File: config.mk
export PLATFORM = sky130hd
export DESIGN_NAME = float_adder_param
export DESIGN_NICKNAME = d
export VERILOG_FILES = /design/src/rtl/float_pkg.sv /design/src/rtl/fp_round_rne.sv /design/src/rtl/float_adder_param.sv
export SDC_FILE = /design/constraint.sdc
export NUM_CORES = 1
export LEC_CHECK = 0
export CORE_AREA = 5 5 92 94
export DETAILED_ROUTE_END_ITERATION = 16
export DIE_AREA = 0 0 97 99
export PLACE_DENSITY = 0.73
export SETUP_SLACK_MARGIN = 0.1
export SLEW_MARGIN = 25
export SYNTH_ARGS = -nofsm -noshare
export SYNTH_HDL_FRONTEND = slang
export SYNTH_HIERARCHICAL = 1
export SYNTH_SLANG_ARGS = --single-unit
File: constraint.sdc
create_clock -name clock -period 5.6 [get_ports clock]
set_input_delay 1.68 -clock clock [delete_from_list [all_inputs] [get_ports clock]]
set_output_delay 1.68 -clock clock [all_outputs]
set_load 0.02 [all_outputs]
File: src/rtl/float_pkg.sv
// Shared definitions for the minifloat arithmetic blocks: FSM states,
// guard/round/sticky width and exponent helper constants.
package float_pkg;

  // Guard, round and sticky bits carried below the mantissa lsb
  localparam int GRS_W = 3;

  typedef enum logic [2:0] {
    IDLE,
    ALIGN,
    ADD,
    NORM,
    ROUND,
    DONE
  } state_t;

  // Exponent bias for an exp_w-bit exponent field
  function automatic int bias(input int exp_w);
    return (1 << (exp_w - 1)) - 1;
  endfunction

  // Largest encodable exponent (all-ones is an ordinary finite exponent)
  function automatic int exp_max(input int exp_w);
    return (1 << exp_w) - 1;
  endfunction

endpackage

File: src/rtl/fp_round_rne.sv
// Round-to-nearest-even of a normalised significand with G/R/S bits.
// Produces the stored {exp, man} fields and saturates on exponent overflow.
module fp_round_rne
  import float_pkg::*;
#(
  parameter int EXP_W = 4,
  parameter int MAN_W = 3
) (
  input  logic [MAN_W:0]   i_sig,      // {hidden, man}, hidden bit is 1
  input  logic             i_g,
  input  logic             i_r,
  input  logic             i_s,
  input  logic [EXP_W:0]   i_exp,      // one extra bit to see overflow
  output logic [EXP_W-1:0] o_exp,
  output logic [MAN_W-1:0] o_man,
  output logic             o_overflow
);

  localparam logic [EXP_W+1:0] EXP_LIM = (EXP_W + 2)'(exp_max(EXP_W));

  logic               w_inc;
  logic [MAN_W+1:0]   w_sig_rnd;
  logic               w_carry;
  logic [EXP_W+1:0]   w_exp_rnd;
  logic [MAN_W-1:0]   w_man_rnd;

  // Round up above half, and on an exact half only when the lsb is odd
  assign w_inc     = i_g & (i_r | i_s | i_sig[0]);
  assign w_sig_rnd = {1'b0, i_sig} + (MAN_W + 2)'(w_inc);

  // Rounding 1.111..1 up gives 10.000..0: bump exponent, mantissa becomes 0
  assign w_carry   = w_sig_rnd[MAN_W+1];
  assign w_exp_rnd = {1'b0, i_exp} + (EXP_W + 2)'(w_carry);
  assign w_man_rnd = w_carry ? '0 : w_sig_rnd[MAN_W-1:0];

  assign o_overflow = (w_exp_rnd > EXP_LIM);
  assign o_exp      = o_overflow ? '1 : w_exp_rnd[EXP_W-1:0];
  assign o_man      = o_overflow ? '1 : w_man_rnd;

endmodule

File: src/rtl/float_adder_param.sv
// Multi-cycle minifloat adder/subtractor (default E4M3) with valid/ready
// handshakes, RNE rounding, flush-to-zero and saturation. One operation in
// flight; align, add, normalise and round each take their own cycle(s).
module float_adder_param
  import float_pkg::*;
#(
  parameter int EXP_W = 4,
  parameter int MAN_W = 3,
  parameter int W     = 1 + EXP_W + MAN_W
) (
  input  logic         clock,
  input  logic         reset,
  input  logic         in_valid,
  output logic         in_ready,
  input  logic [W-1:0] a,
  input  logic [W-1:0] b,
  input  logic         sub,
  output logic         out_valid,
  input  logic         out_ready,
  output logic [W-1:0] y,
  output logic         overflow,
  output logic         underflow
);

  localparam int SIG_W = MAN_W + 1;        // significand incl. hidden bit
  localparam int EXT_W = SIG_W + GRS_W;    // significand plus G/R/S
  localparam int SUM_W = EXT_W + 1;        // plus carry-out
  localparam logic [31:0]  SHIFT_LIM = 32'(MAN_W + GRS_W);
  localparam logic [EXP_W:0] EXP_ONE = 1;

  state_t             r_state;
  logic [W-1:0]       r_a;
  logic [W-1:0]       r_b;                 // sign already holds b.sign ^ sub
  logic [EXT_W-1:0]   r_sig_x;
  logic [EXT_W-1:0]   r_sig_y;
  logic [EXP_W:0]     r_exp;
  logic               r_sign;
  logic               r_eff_sub;
  logic [SUM_W-1:0]   r_sum;
  logic               r_in_ready;
  logic               r_out_valid;
  logic [W-1:0]       r_y;
  logic               r_overflow;
  logic               r_underflow;

  // Operand swap so that X has the larger {exp, man} magnitude
  logic               w_swap;
  logic [EXP_W-1:0]   w_x_exp, w_y_exp;
  logic [MAN_W-1:0]   w_x_man, w_y_man;
  logic               w_x_sign;
  logic [SIG_W-1:0]   w_x_sig, w_y_sig;
  logic [EXP_W-1:0]   w_d;
  logic [31:0]        w_d_ext;
  logic [2*EXT_W-1:0] w_y_wide;
  logic [EXT_W-1:0]   w_y_aligned;
  logic [SUM_W-1:0]   w_sum;

  assign w_swap   = (r_b[W-2:0] > r_a[W-2:0]);
  assign w_x_exp  = w_swap ? r_b[W-2 -: EXP_W] : r_a[W-2 -: EXP_W];
  assign w_y_exp  = w_swap ? r_a[W-2 -: EXP_W] : r_b[W-2 -: EXP_W];
  assign w_x_man  = w_swap ? r_b[MAN_W-1:0]    : r_a[MAN_W-1:0];
  assign w_y_man  = w_swap ? r_a[MAN_W-1:0]    : r_b[MAN_W-1:0];
  assign w_x_sign = w_swap ? r_b[W-1]          : r_a[W-1];

  // Exponent 0 encodes zero regardless of mantissa
  assign w_x_sig  = (w_x_exp != '0) ? {1'b1, w_x_man} : '0;
  assign w_y_sig  = (w_y_exp != '0) ? {1'b1, w_y_man} : '0;

  // Alignment: the lower half of the wide shift holds everything past S
  assign w_d      = w_x_exp - w_y_exp;
  assign w_d_ext  = 32'(w_d);
  assign w_y_wide = {w_y_sig, {GRS_W{1'b0}}, {EXT_W{1'b0}}} >> w_d;
  assign w_y_aligned = (w_d_ext >= SHIFT_LIM)
    ? {{(EXT_W-1){1'b0}}, |w_y_sig}
    : {w_y_wide[2*EXT_W-1:EXT_W+1], w_y_wide[EXT_W] | (|w_y_wide[EXT_W-1:0])};

  // X >= Y in magnitude, so the difference is never negative
  assign w_sum = r_eff_sub ? ({1'b0, r_sig_x} - {1'b0, r_sig_y})
                           : ({1'b0, r_sig_x} + {1'b0, r_sig_y});

  logic [EXP_W-1:0] w_rnd_exp;
  logic [MAN_W-1:0] w_rnd_man;
  logic             w_rnd_ovf;

  fp_round_rne #(
    .EXP_W (EXP_W),
    .MAN_W (MAN_W)
  ) u_round (
    .i_sig      (r_sum[EXT_W-1:GRS_W]),
    .i_g        (r_sum[2]),
    .i_r        (r_sum[1]),
    .i_s        (r_sum[0]),
    .i_exp      (r_exp),
    .o_exp      (w_rnd_exp),
    .o_man      (w_rnd_man),
    .o_overflow (w_rnd_ovf)
  );

  // Operation sequencer; datapath registers and all outputs are registered here
  always_ff @(posedge clock or posedge reset) begin
    if (reset) begin
      r_state     <= IDLE;
      r_a         <= '0;
      r_b         <= '0;
      r_sig_x     <= '0;
      r_sig_y     <= '0;
      r_exp       <= '0;
      r_sign      <= 1'b0;
      r_eff_sub   <= 1'b0;
      r_sum       <= '0;
      r_in_ready  <= 1'b1;
      r_out_valid <= 1'b0;
      r_y         <= '0;
      r_overflow  <= 1'b0;
      r_underflow <= 1'b0;
    end else begin
      case (r_state)
        IDLE: begin
          if (in_valid) begin
            r_a        <= a;
            r_b        <= {b[W-1] ^ sub, b[W-2:0]};
            r_in_ready <= 1'b0;
            r_state    <= ALIGN;
          end
        end
        ALIGN: begin
          r_sig_x   <= {w_x_sig, {GRS_W{1'b0}}};
          r_sig_y   <= w_y_aligned;
          r_exp     <= {1'b0, w_x_exp};
          r_sign    <= w_x_sign;
          r_eff_sub <= r_a[W-1] ^ r_b[W-1];
          r_state   <= ADD;
        end
        ADD: begin
          r_sum   <= w_sum;
          r_state <= NORM;
        end
        NORM: begin
          // An exact-zero sum is recognised on the registered sum and yields +0
          if (r_sum == '0) begin
            r_y         <= '0;
            r_overflow  <= 1'b0;
            r_underflow <= 1'b0;
            r_out_valid <= 1'b1;
            r_state     <= DONE;
          end else if (r_sum[SUM_W-1]) begin
            r_sum <= {1'b0, r_sum[SUM_W-1:2], r_sum[1] | r_sum[0]};
            r_exp <= r_exp + EXP_ONE;
          end else if (!r_sum[EXT_W-1]) begin
            if (r_exp <= EXP_ONE) begin
              r_y         <= '0;
              r_overflow  <= 1'b0;
              r_underflow <= 1'b1;
              r_out_valid <= 1'b1;
              r_state     <= DONE;
            end else begin
              r_sum <= {r_sum[SUM_W-2:0], 1'b0};
              r_exp <= r_exp - EXP_ONE;
            end
          end else begin
            r_state <= ROUND;
          end
        end
        ROUND: begin
          r_y         <= {r_sign, w_rnd_exp, w_rnd_man};
          r_overflow  <= w_rnd_ovf;
          r_underflow <= 1'b0;
          r_out_valid <= 1'b1;
          r_state     <= DONE;
        end
        DONE: begin
          if (out_ready) begin
            r_out_valid <= 1'b0;
            r_in_ready  <= 1'b1;
            r_state     <= IDLE;
          end
        end
        default: begin
          r_state    <= IDLE;
          r_in_ready <= 1'b1;
        end
      endcase
    end
  end

  assign in_ready  = r_in_ready;
  assign out_valid = r_out_valid;
  assign y         = r_y;
  assign overflow  = r_overflow;
  assign underflow = r_underflow;

endmodule

**Word-level counts from Yosys, hierarchy flattened**

Cells that the tools add are included.

- Register bits: 57
- Input port bits: 21

- Add/subtract/negate cells: 7
- Magnitude comparators: 4
- Eq/ne operators: 14
- Shift operators: 1
- Multiplexer cells: 50
- Bitwise operators: 7
- Reductions and logical operators: 19

Operators with widths:

| kind | count |
|---|---|
| 8-bit two-way mux | 6 |
| 8-bit one-hot mux with 2 select lines | 2 |
| 3-bit two-way mux | 10 |
| 7-bit two-way mux | 4 |
| 4-bit two-way mux | 5 |
| 5-bit two-way mux | 4 |
| 3-bit one-hot mux with 6 select lines | 1 |
| 4-bit AND reduction | 4 |
| 3-bit inequality test, second input constant | 5 |
| 14-bit by 4-bit right shift with 14-bit output | 1 |
| 1-bit two-way mux | 13 |
| 5-bit one-hot mux with 2 select lines | 1 |
| 7-bit by 7-bit adder with 8-bit output | 1 |
| 8-bit zero test | 1 |
| 4-bit nonzero test | 2 |
| 4-bit OR reduction | 2 |
| 7-bit by 7-bit subtractor with 8-bit output | 1 |
| 7-bit > comparator | 1 |
| 7-bit OR reduction | 1 |
| 5-bit by 1-bit adder with 6-bit output | 1 |
| 3-bit by 2-bit == test with 1-bit output, second input constant | 2 |
| 3-bit == test, second input constant | 2 |
| 6-bit by 4-bit > comparator with 1-bit output, second input constant | 1 |
| 2-bit inequality test, second input constant | 3 |
| 20 further kinds | 28 |

**Depth between registers and ports, before layout**

Gate-level depths: netlist of the first run.

- Depth after elaboration: 8
- Mapped depth: 14
- Depth with buffers taken out: 13

**By module**

Netlist of the first run, hierarchy kept.

Modules (own cells, without submodules):

| module | instances | cells an instance | area each (µm²) | seq. area each (µm²) |
|---|---|---|---|---|
| float_adder_param | 1 | 398 | 3702.3 | 1427.6 |
| fp_round_rne | 1 | 26 | 180.2 | 0.0 |

**Least setup slack after synthesis of the first run**

Ideal clock, no wire load.

- Kind: input -> register
- From: in in_valid
- To: reg r_b[1]
- Arrival time: 2.862 ns
- Required time: 5.475 ns
- Path slack: 2.613 ns
- Stages: 4
- Buffers on the path: 1
- Cells stage by stage: nand2_1 > nor3_1 > clkbuf_1 > mux2_2

- Longest elaborated chain between the ends: 1

Ends and longest elaborated chain:

| what | line | source |
|---|---|---|
| start: declaration | float_adder_param.sv:13 | `input logic in_valid,` |
| 2-bit AND reduction (no line) | - |  |
| end signal: assignment | float_adder_param.sv:121 | `r_b <= {b[W-1] ^ sub, b[W-2:0]};` |
| end: declaration | float_adder_param.sv:33 | `logic [W-1:0] r_b;` |

Every way passes these cells.
A chain may end at the register's enable or synchronous reset.

**Worst setup path after layout of the first run**

- From: reg r_a[4]
- To: reg r_sig_y[4]

- Longest elaborated chain between the ends: 6

Ends and longest elaborated chain:

| what | line | source |
|---|---|---|
| start: declaration | float_adder_param.sv:32 | `logic [W-1:0] r_a;` |
| start signal: assignment | float_adder_param.sv:103 | `r_a <= '0;` |
| start signal: assignment | float_adder_param.sv:120 | `r_a <= a;` |
| parallel branches: the longest is 5 deep, another holds 7-bit > comparator | - |  |
| 7-bit two-way mux * | float_adder_param.sv:74 | `? {{(EXT_W-1){1'b0}}, \|w_y_sig}` |
| end signal: assignment | float_adder_param.sv:128 | `r_sig_y <= w_y_aligned;` |
| end: declaration | float_adder_param.sv:35 | `logic [EXT_W-1:0] r_sig_y;` |

Every way passes the cells marked *.

==> results of run 1 <==
-- cell families (layout without fill, tap and decap cells) --
logic type                 Yosys count  in the layout  share of synthesized area [%]
AOI/OAI and AO/OA                  133            133                           24.6
and+or+nand+nor                    128            128                           15.8
DFF                                 57             57                           36.8
buffers and inverters               44             77                           4.93
muxes                               26             26                           7.09
adders and majority gates           24             24                           7.93
xor gates and xnor gates            12             12                           2.90
-- routing by layer --
layer,part of all wire [%],GRT usage (%)
met2,44,26.4
met4,1.7,7.02
met1,49,25.8
met3,5.1,4.18
met5,0,0
-- path summary, 6_finish.rpt --
kind                            startpoint    endpoint  slack [ns]  cells past startpoint
min in group asynchronous            reset  r_state[2]        1.86                      3
worst max-delay path                r_a[4]  r_sig_y[4]        1.98                     13
max in group asynchronous            reset  r_sig_y[4]        3.28                      3
worst min register to register   underflow   underflow        0.48                      2
worst max register to register      r_a[4]  r_sig_y[4]        1.98                     13
worst min-delay path             underflow   underflow        0.48                      2
-- cell type report --
class | count | area, um^2 | area share (%)
flip-flops and latches | 57 | 1430 | 32.0
multi-input cells | 323 | 2270 | 50.9
clock buffers | 11 | 141 | 3.17
inverters | 26 | 97.6 | 2.18
repair buffers | 35 | 343 | 7.68
well taps | 102 | 128 | 2.86
clock inverters | 5 | 55.1 | 1.23
-- worst reg2reg max path, delay by kind of cell, from the launching register on --
family                   cells  cell delay, ns
buffers and inverters        1            0.12
adder cells (fa/ha/maj)      2            0.65
flip-flops                   1            0.44
AO/OA/AOI/OAI                8            2.01
AND/OR/NAND/NOR              2            0.34
-- per-stage QoR --
step	instances	hold slack [ns]	setup WS [ns]	utilization, %
finish	559	0.483	1.98	59.0
floorplan	424	0.450	2.52	-
global route	559	0.513	1.73	59.0
CTS	559	0.486	2.01	58.9
detailed placement	543	0.470	2.01	56.3
global placement	543	0.470	2.05	56.3
-- layout by cell type, fill, tap and decap left out, types with 4 or more instances in the layout --
cell	count
mux2_2	12
a32oi_1	4
a32o_1	4
clkdlybuf4s50_1	32
nor3_1	7
clkbuf_8	10
ha_1	23
nand3_1	8
xnor2_1	9
dfrtp_1	56
nor2b_1	6
a31oi_1	9
inv_1	25
o31ai_1	8
mux2i_1	14
a21oi_1	34
o21ai_0	24
nand2_1	44
a22o_1	12
nor2_1	32
nand2b_1	7
-- sequential cells by signal (all words and copies together) (netlist names) --
signal / flops
in_ready: 1
out_valid: 1
overflow: 1
r_a: 8
r_b: 8
r_eff_sub: 1
r_exp: 5
r_sig_x: 4
r_sig_y: 7
r_sign: 1
r_state: 3
r_sum: 8
underflow: 1
y: 8
==> flow_summary.json, run 1 <==
{
  "async_flop_share_pct": 100,
  "crit_arrival_ns": 3.89,
  "ys.flop_type": "dfrtp_1",
  "cts_tree": "done",
  "fin_crit_ns": 3.62,
  "synth_area_leaders": "dfrtp_1 36%, ha_1 7.4%, a21oi_1 4.4%",
  "place_hpwl_um": 6210,
  "yosysSeqAreaShare_pct": 36.8,
  "area_growth_pct": 15.0,
  "grt_use_total_pct": 18.0,
  "crit_slowest_cell": "o21ai_2",
  "finalCritPeriodShare_pct": 64.6,
  "rsz0062_at_grt": "false",
  "drive_gt1_share_pct": 10.9,
  "cts.clk_slew.worst_paths_ns": 0.07,
  "dieHeight_um": 99,
  "fillers": 671,
  "core_mm2": 0.00757,
  "crit_path_max_incr_delay_ns": 0.67,
  "ys.warnings.count": 6,
  "drt-pass1-iter-count": 5,
  "start_util_pct": 51.3,
  "insertion_delay_ns": 0.34,
  "crit_path_end_kind": "register",
  "dieArea_mm2": 0.00960,
  "drt_iter0_drc": 147,
  "slew_headroom_pct": 42.7,
  "maxCapViolations": 0,
  "path_delay_family": "compound AO/OA/AOI/OAI gates",
  "io_buffers": 32,
  "grt_pass1_wl_um": 14300,
  "clockBufferDepth": 2,
  "pin_count": 33,
  "post-synth-top-count-cell": "dfrtp_1",
  "crit_top_cell": "a21oi_1",
  "slew_violations": 0,
  "yosysTopAreaCell": "dfrtp_1",
  "h-tree-depth": 3,
  "detail_route.drc_violations": 0,
  "postCtsHoldBufs": 0,
  "cts_made_buffers": 9,
  "post-cts-setup-buffers": 0,
  "worstSetupPathType": "reg2reg",
  "setup_viol": 0,
  "crit_fanout": 15,
  "fmax_ghz": 0.276,
  "synth_top_cell_area_share_pct": 36.1,
  "fin_worst_skew_ns": 0.00874,
  "vias": 3258,
  "synth_common_cells": "56 x dfrtp_1, 44 x nand2_1, 34 x a21oi_1",
  "synthesis.nets": 469,
  "cts_resized": 0,
  "num_rows": 32,
  "synthCells": 424,
  "placed_area_mm2": 0.00426,
  "startpoint_type": "register",
  "min_path_type": "reg2reg",
  "synth.avg_cell_area_um2": 9.16,
  "root_buffer": "clkbuf_8",
  "via_per_inst": 5.83,
  "worst_pin_slew_ns": 0.859,
  "antenna_found_initial": 0,
  "synth_seq_cells": 57,
  "place.gp.congestion": 0.847,
  "diodes": 0,
  "setup-tns-final_ns": 0,
  "grt_max_degree": 58,
  "synth_edf_count": 0,
  "final_nets": 497,
  "fp.dieW_um": 97,
  "ys_types": 68,
  "worst-endpoint-required_ns": 5.87,
  "clock_sinks": 57,
  "path_cells": "inv_1, ha_1, a21oi_1, o21ai_2, o21ai_2, nor2_1, a21oi_1, ha_1, and2_2, a21oi_1, o31a_1, o32ai_2, a32o_1",
  "antenna_left": 0,
  "grt_pass1_vias": 2997,
  "totalWireLength_um": 8340,
  "path_buf_inv": 1,
  "wl_per_cell_um": 14.9,
  "status": "completed",
  "hold_violations": 0,
  "stdcell_area_mm2": 0.00447,
  "grt-ovfl-total": 0,
  "synth_area_mm2": 0.00388
}
Power of run 1 is not shown: default switching activity piles up to over one toggle a cycle in this logic, so the estimate is an artifact.
==> inputs of run 2 (changes only) <==
==> constraint.sdc (replaced) <==
create_clock -name clock -period 3.5 [get_ports clock]
set_input_delay 1.05 -clock clock [delete_from_list [all_inputs] [get_ports clock]]
set_output_delay 1.05 -clock clock [all_outputs]
set_load 0.02 [all_outputs]
==> run 2 against run 1 <==
  * Critical path depth down 2
  * Critical path type unchanged
  * Sequential cell count unchanged
  * First-iteration DRC count down 42%
  * Die area unchanged
  * Hold slack improved by 0.0018 ns
  * Clock skew increased by 0.0023 ns
  * Wire length grew 4.3%
  * Via count hardly changed
  * Fmax increased by 15%
  * Highest routed layer unchanged
  * Worst setup slack got worse by 1.6 ns
  * Register-to-register slack got worse by 1.6 ns
  * Core utilization grew 0.083 points
==> flow_summary.json, run 2 (same netlist as run 1, synthesis figures left out) <==
{
  "post-cts-setup-buffers": 0,
  "fp.dieW_um": 97,
  "cts.clk_slew.worst_paths_ns": 0.06,
  "rsz0062_at_grt": "false",
  "grt_pass1_vias": 3142,
  "h-tree-depth": 3,
  "crit_arrival_ns": 3.39,
  "dieArea_mm2": 0.00960,
  "grt-ovfl-total": 0,
  "holdWs_ns": 0.485,
  "grt_pass1_wl_um": 14900,
  "hold_violations": 0,
  "crit_fanout": 11,
  "clock_sinks": 57,
  "grt_use_total_pct": 18.6,
  "maxCapViolations": 0,
  "worstSetupPathType": "reg2reg",
  "area_growth_pct": 15.2,
  "totalWireLength_um": 8700,
  "min_path_type": "reg2reg",
  "drt-pass1-iter-count": 4,
  "place.gp.congestion": 0.975,
  "grt_max_degree": 27,
  "finalCritPeriodShare_pct": 89.8,
  "antenna_found_initial": 0,
  "fillers": 652,
  "drt_iter0_drc": 85,
  "detail_route.drc_violations": 0,
  "final_nets": 500,
  "setup_viol": 0,
  "root_buffer": "clkbuf_8",
  "place_hpwl_um": 6630,
  "via_per_inst": 5.82,
  "startpoint_type": "register",
  "fin_worst_skew_ns": 0.0110,
  "fin_crit_ns": 3.14,
  "fmax_ghz": 0.318,
  "io_buffers": 32,
  "wl_per_cell_um": 15.5,
  "final_cell_mix": "56 x dfrtp_1, 44 x nand2_1, 34 x a21oi_1",
  "worst-endpoint-required_ns": 3.74,
  "setup-tns-final_ns": 0,
  "r2r_cells": 11,
  "pin_count": 33,
  "drive_gt1_share_pct": 11.4,
  "final_common_cell": "dfrtp_1",
  "diodes": 0,
  "crit_path_end_kind": "register",
  "postLayoutCoreUtil_pct": 59.1,
  "slew_headroom_pct": 45.3,
  "status": "completed",
  "hold_path_depth": 2,
  "insertion_delay_ns": 0.34,
  "clockBufferDepth": 2,
  "slew_violations": 0,
  "vias": 3259,
  "cts_tree": "done",
  "start_util_pct": 51.3,
  "antenna_left": 0,
  "num_rows": 32,
  "dieHeight_um": 99,
  "cts_made_buffers": 9,
  "worst_pin_slew_ns": 0.820,
  "core_mm2": 0.00757
}
==> run 2: cell types whose count changed in the layout (fill, tap and decap cells not counted), sizes merged <==
cell and change:
clkinv -1, buf +3, clkinvlp -1
==> run 2: path summary, 6_finish.rpt <==
path | start | to | slack (ns)
hold reg to reg | underflow | underflow | 0.48
setup reg to reg | r_b[5] | r_sig_y[2] | 0.36
min in group asynchronous | reset | out_valid | 1.07
max in group asynchronous | reset | in_ready | 1.73
hold / removal | underflow | underflow | 0.48
setup / recovery | r_b[5] | r_sig_y[2] | 0.36
==> run 2: area by class of cell <==
class	count	area [um^2]	share of cell area, %
multi-input cells	323	2270	50.8
clock buffers	11	141	3.16
well taps	102	128	2.85
clock inverters	3	42.5	0.951
flip-flops and latches	57	1430	31.9
repair buffers	38	365	8.17
inverters	26	97.6	2.18
==> run 2: critical path, stage by stage (launching register included) <==
cell and delay (ns):
dfrtp_1 0.44, ha_1 0.52, nand2_1 0.19, o21ai_2 0.23, o21ai_2 0.15, nor2_1 0.16, a21oi_1 0.06, ha_1 0.48
mux2_2 0.38, nor3_1 0.16, a211oi_1 0.07, o31ai_1 0.20
==> run 2: layer usage <==
metal | share of wire (%) | wire, um | vias up | global-route usage (%)
met1 | 47 | 4100 | 1576 | 24.8
met5 | 0 | 0 | - | 0
li1 | - | - | 1602 | -
met4 | 1.6 | 138 | 0 | 6.80
met2 | 47 | 4100 | 68 | 30.5
met3 | 4.2 | 361 | 13 | 3.47
==> run 2: through the flow <==
step	setup slack, ns	cells	instance area, um^2
finish	0.357	560	4470
global placement	0.497	546	4290
detailed placement	0.353	546	4290
floorplan	0.659	424	3880
global route	0.115	560	4470
CTS	0.328	560	4470
==> run 2: what timing repair did <==
item                       in CTS  in global routing
setup endpoints to repair       0                  1
gates resized for setup         0                  1
hold buffers                    0                  0
Power of run 2 is left out for the same reason.
